[src/rtl/counter_4bit.sv]
// Binary up-counter with synchronous clear, count enable and terminal-count flag.
// cnt is registered (one edge per increment); tc is combinational; no backpressure.
// Optional COUNTER_SATURATE_EN: hold at MAX_VALUE instead of wrapping to 0.
module counter_4bit #(
  parameter int unsigned         WIDTH     = 4,
  parameter logic [WIDTH-1:0]    MAX_VALUE = {WIDTH{1'b1}}
) (
  input  logic             clk,
  input  logic             clr,
  input  logic             en,
  output logic [WIDTH-1:0] cnt,
  output logic             tc
);

  logic [WIDTH-1:0] cnt_q;
  logic [WIDTH-1:0] cnt_d;
  logic             at_max;

  assign at_max = (cnt_q == MAX_VALUE);

  always_comb begin
    cnt_d = cnt_q;
    if (en) begin
`ifdef COUNTER_SATURATE_EN
      if (!at_max) begin
        cnt_d = cnt_q + 1'b1;
      end
`else
      // Explicit wrap so a MAX_VALUE below 2^WIDTH-1 gives a shorter modulus.
      if (at_max) begin
        cnt_d = '0;
      end else begin
        cnt_d = cnt_q + 1'b1;
      end
`endif
    end
  end

  always_ff @(posedge clk) begin
    if (clr) begin
      cnt_q <= '0;
    end else begin
      cnt_q <= cnt_d;
    end
  end

  assign cnt = cnt_q;
  assign tc  = at_max && en;

endmodule

[config.mk]
export PLATFORM = sky130hd
export DESIGN_NAME = counter_4bit
export DESIGN_NICKNAME = d
export VERILOG_FILES = /design/src/rtl/counter_4bit.sv
export SDC_FILE = /design/constraint.sdc
export NUM_CORES = 1
export LEC_CHECK = 0
export ABC_AREA = 0
export CORE_AREA = 2 2 39 41
export DETAILED_ROUTE_END_ITERATION = 10
export DIE_AREA = 0 0 41 43
export DONT_BUFFER_PORTS = 1
export GPL_TIMING_DRIVEN = 0
export REMOVE_ABC_BUFFERS = 1
export SLEW_MARGIN = 20
export SYNTH_ARGS = -nofsm -noshare
export SYNTH_HDL_FRONTEND = slang
export SYNTH_SLANG_ARGS = --single-unit
[constraint.sdc]
create_clock -name clk -period 2.37 [get_ports clk]
set_input_delay 0.474 -clock clk [delete_from_list [all_inputs] [get_ports clk]]
set_output_delay 0.474 -clock clk [all_outputs]
set_load 0.02 [all_outputs]
==> flow_summary.html <==
<table>
<tr><th>Metric</th><th>Value</th></tr>
<tr><th colspan="2">Detailed routing</th></tr>
<tr><td>Detail-routed net length per standard cell</td><td>9.69 microns</td></tr>
<tr><td>Post-route ant nets</td><td>0</td></tr>
<tr><td>Total routed wirelength</td><td>378 microns</td></tr>
<tr><td>Number of detailed-route iterations in the first pass</td><td>2</td></tr>
<tr><td>1st-iter DRT viols</td><td>7</td></tr>
<tr><td>DR vias</td><td>165</td></tr>
<tr><td>Via/cell ratio</td><td>4.23</td></tr>
<tr><td>Final routed DRC violation total</td><td>0</td></tr>
<tr><th colspan="2">Global routing</th></tr>
<tr><td>Overflow after GRT</td><td>0</td></tr>
<tr><td>Pin count of the biggest net entering global routing</td><td>8</td></tr>
<tr><td>Global router's overall resource usage</td><td>5.11%</td></tr>
<tr><td>Met1 routing resource usage after global routing</td><td>3.83%</td></tr>
<tr><td>GR Util met2</td><td>5.31%</td></tr>
<tr><td>Met3 routing resource usage after global routing</td><td>6.81%</td></tr>
<tr><td>Global-route wire length before repair</td><td>483 microns</td></tr>
<tr><td>Top Usage Layer GRT</td><td>met3</td></tr>
<tr><td>Number of global-route vias before repair</td><td>140</td></tr>
<tr><td>Antenna violations before repair</td><td>0</td></tr>
<tr><th colspan="2">Outcome</th></tr>
<tr><td>Result of the run</td><td>complete, no violations</td></tr>
<tr><th colspan="2">Layout</th></tr>
<tr><td>Area growth from synthesis to layout</td><td>23.1%</td></tr>
<tr><td>Post-route non-filler standard cell count</td><td>39</td></tr>
<tr><td>Layout fillers</td><td>156</td></tr>
<tr><td>Most common cell after layout, fill and taps aside</td><td>sky130_fd_sc_hd__dfxtp_1</td></tr>
<tr><td>Diodes inserted</td><td>0</td></tr>
<tr><td>Layout net count</td><td>29</td></tr>
<tr><td>Fraction of final layout cells sized beyond drive strength 1</td><td>17.4%</td></tr>
<tr><td>Max FFs per register</td><td>4</td></tr>
<tr><td>Top library cells by usage in the layout, fill and taps aside</td><td>sky130_fd_sc_hd__dfxtp_1 (4), sky130_fd_sc_hd__nor2_1 (3), sky130_fd_sc_hd__clkbuf_4 (3), sky130_fd_sc_hd__nand3_1 (2), sky130_fd_sc_hd__a21oi_1 (2)</td></tr>
<tr><th colspan="2">Yosys</th></tr>
<tr><td>Average cell area after synthesis</td><td>9.20 sq um</td></tr>
<tr><td>Sequential share of the synthesized area</td><td>43.5%</td></tr>
<tr><td>Number of warnings printed during yosys synthesis</td><td>0</td></tr>
<tr><td>Post-synthesis share of cell area spent on full adders, half adders and majority gates</td><td>6.80%</td></tr>
<tr><td>Xor and xnor area share after synthesis</td><td>4.76%</td></tr>
<tr><td>Synth Cell Area</td><td>184 sq um</td></tr>
<tr><td>Synthesized instance count</td><td>20</td></tr>
<tr><td>Share of cell area taken by muxes after synthesis</td><td>5.44%</td></tr>
<tr><td>Fraction of the mapped netlist area in simple logic gates</td><td>29.3%</td></tr>
<tr><td>Combinational family with the most area after synthesis</td><td>simple AND/OR/NAND/NOR gates</td></tr>
<tr><td>Distinct cells, synth</td><td>13</td></tr>
<tr><td>Fraction of the mapped netlist area in compound gates</td><td>10.2%</td></tr>
<tr><td>Yosys reg bits</td><td>4</td></tr>
<tr><th colspan="2">Timing</th></tr>
<tr><td>Final Cycle Share</td><td>76.9%</td></tr>
<tr><td>Final hold violation count</td><td>0</td></tr>
<tr><td>Highest attainable clock frequency</td><td>0.549 GHz</td></tr>
<tr><td>Minimum hold slack</td><td>0.303 ns</td></tr>
<tr><td>Final Max Slew Viols</td><td>0</td></tr>
<tr><td>Count of endpoints failing setup in the final report</td><td>0</td></tr>
<tr><td>Unrepaired setup endpoints after global routing</td><td>no</td></tr>
<tr><td>Worst clock skew</td><td>0.0000745 ns</td></tr>
<tr><td>Normalized max-slew margin</td><td>75.7%</td></tr>
<tr><td>Minimum clock period after layout</td><td>1.82 ns</td></tr>
<tr><td>Slew @ Worst Pin</td><td>0.364 ns</td></tr>
<tr><td>Setup TNS</td><td>0 ns</td></tr>
<tr><th colspan="2">Worst setup path</th></tr>
<tr><td>WP data required</td><td>1.90 ns</td></tr>
<tr><td>Critical path endpoint category</td><td>output pin</td></tr>
<tr><td>WS Path Type</td><td>reg -&gt; out</td></tr>
<tr><td>Worst Path Arrival</td><td>1.35 ns</td></tr>
<tr><td>Worst setup SP type</td><td>flop</td></tr>
<tr><td>Max Fanout on Critical Path</td><td>6</td></tr>
<tr><th colspan="2">Pwr</th></tr>
<tr><td>Total power draw</td><td>0.000170 W</td></tr>
<tr><td>Largest vdd supply drop</td><td>0.126 mV</td></tr>
<tr><td>Static power due to leakage</td><td>0.0811 nW</td></tr>
<tr><td>Total power density per cell area</td><td>752 nW/um^2</td></tr>
<tr><th colspan="2">CTS</th></tr>
<tr><td>CTS Hold Bufs</td><td>0</td></tr>
<tr><td>Number of gates resized after CTS</td><td>0</td></tr>
<tr><td>Number of buffers on the longest clock path</td><td>2</td></tr>
<tr><td>Clock sink total</td><td>4</td></tr>
<tr><td>Maximum level of the CTS H-tree</td><td>1</td></tr>
<tr><td>Clock Root Buffer</td><td>sky130_fd_sc_hd__clkbuf_4</td></tr>
<tr><td>Number of setup buffers added after CTS</td><td>0</td></tr>
<tr><td>Clock Pin Slew Worst Setup and Hold Paths</td><td>0.04 ns</td></tr>
<tr><td>TritonCTS clock tree</td><td>yes</td></tr>
<tr><td>TritonCTS buffer count</td><td>3</td></tr>
<tr><td>Source-to-sink clock delay at the later pin of the worst-skew pair</td><td>0.23 ns</td></tr>
<tr><th colspan="2">Place</th></tr>
<tr><td>Count of placed standard cells including taps</td><td>36</td></tr>
<tr><td>Total half-perimeter wirelength after legalization and detailed placement</td><td>275 microns</td></tr>
<tr><td>Routability-driven placement congestion ratio</td><td>0.490</td></tr>
<tr><td>Number of buffer cells added on primary ports</td><td>0</td></tr>
<tr><th colspan="2">Floorplanning</th></tr>
<tr><td>Initial core utilization</td><td>13.3%</td></tr>
<tr><td>Boundary Pins</td><td>8</td></tr>
<tr><td>Die Span X</td><td>41 microns</td></tr>
<tr><td>Core Region</td><td>1380 sq um</td></tr>
<tr><td>Cell row count</td><td>14</td></tr>
<tr><td>Area of the die</td><td>1760 sq um</td></tr>
<tr><td>Chip Height</td><td>43 microns</td></tr>
<tr><th colspan="2">Run</th></tr>
<tr><td>Max_cap viols</td><td>0</td></tr>
<tr><th colspan="2">Hold path</th></tr>
<tr><td>Hold/Removal Path Class</td><td>in -&gt; reg</td></tr>
</table>
## cells in the mapped netlist
cell | instances | area [sq um]
sky130_fd_sc_hd__mux2i_1 | 1 | 10.0
sky130_fd_sc_hd__and4_2 | 1 | 10.0
sky130_fd_sc_hd__nand3_1 | 2 | 10.0
sky130_fd_sc_hd__nand3b_1 | 1 | 7.51
sky130_fd_sc_hd__nor3_1 | 1 | 5.00
sky130_fd_sc_hd__nand2b_1 | 1 | 6.26
sky130_fd_sc_hd__ha_1 | 1 | 12.5
sky130_fd_sc_hd__a41oi_1 | 1 | 8.76
sky130_fd_sc_hd__xor2_1 | 1 | 8.76
sky130_fd_sc_hd__dfxtp_1 | 4 | 80.1
sky130_fd_sc_hd__a21oi_1 | 2 | 10.0
sky130_fd_sc_hd__nand2_1 | 1 | 3.75
sky130_fd_sc_hd__nor2_1 | 3 | 11.3
## worst paths after layout
check / from / endpoint / slack, ns / cells after the start
worst max-delay path: cnt[0]$_SDFFE_PP0P_ / tc / 0.55 / 2
worst min-delay path: clr / cnt[0]$_SDFFE_PP0P_ / 0.30 / 1
worst max register to register: cnt[0]$_SDFFE_PP0P_ / cnt[0]$_SDFFE_PP0P_ / 1.20 / 4
worst min register to register: cnt[0]$_SDFFE_PP0P_ / cnt[0]$_SDFFE_PP0P_ / 0.63 / 2
## area by class of cell
type / instances / area, sq um / share of cell area (%)
multi-input cells: 16 / 104 / 45.9
flip-flops and latches: 4 / 80.1 / 35.4
clock buffers: 3 / 22.5 / 9.94
well taps: 16 / 20.0 / 8.84
## layer usage
metal  share of wire [%]  up-vias
met2                  38       10
met3                  18        2
met4                 2.4        0
met5                   0        -
met1                  41       74
li1                    -       79
## report_power, final
part / internal [W] / switching [W]
sequential: 0.0000704 / 0.00000741
combinational: 0.00000415 / 0.00000274
clock: 0.0000567 / 0.0000289
## logic make-up after synthesis
logic type | count (synthesis)
mux | 1
xor+xnor | 1
fa+ha+maj | 1
simple gates | 10
compound gates | 3
flops | 4
## stage by stage
step / utilization (%) / worst slack (ns) / cell area, sq um
after floorplan: - / 0.873 / 184
after global placement: 14.7 / 0.810 / 204
after detailed placement: 14.7 / 0.790 / 204
after CTS: 16.4 / 0.542 / 226
after global routing: 16.4 / 0.466 / 226
final: 16.4 / 0.548 / 226
## worst max-delay path: stages (launching register included)
cell and delay [ns]:
sky130_fd_sc_hd__dfxtp_1 0.52, sky130_fd_sc_hd__ha_1 0.28, sky130_fd_sc_hd__and4_2 0.31
Power figures use the tool's default switching activity.
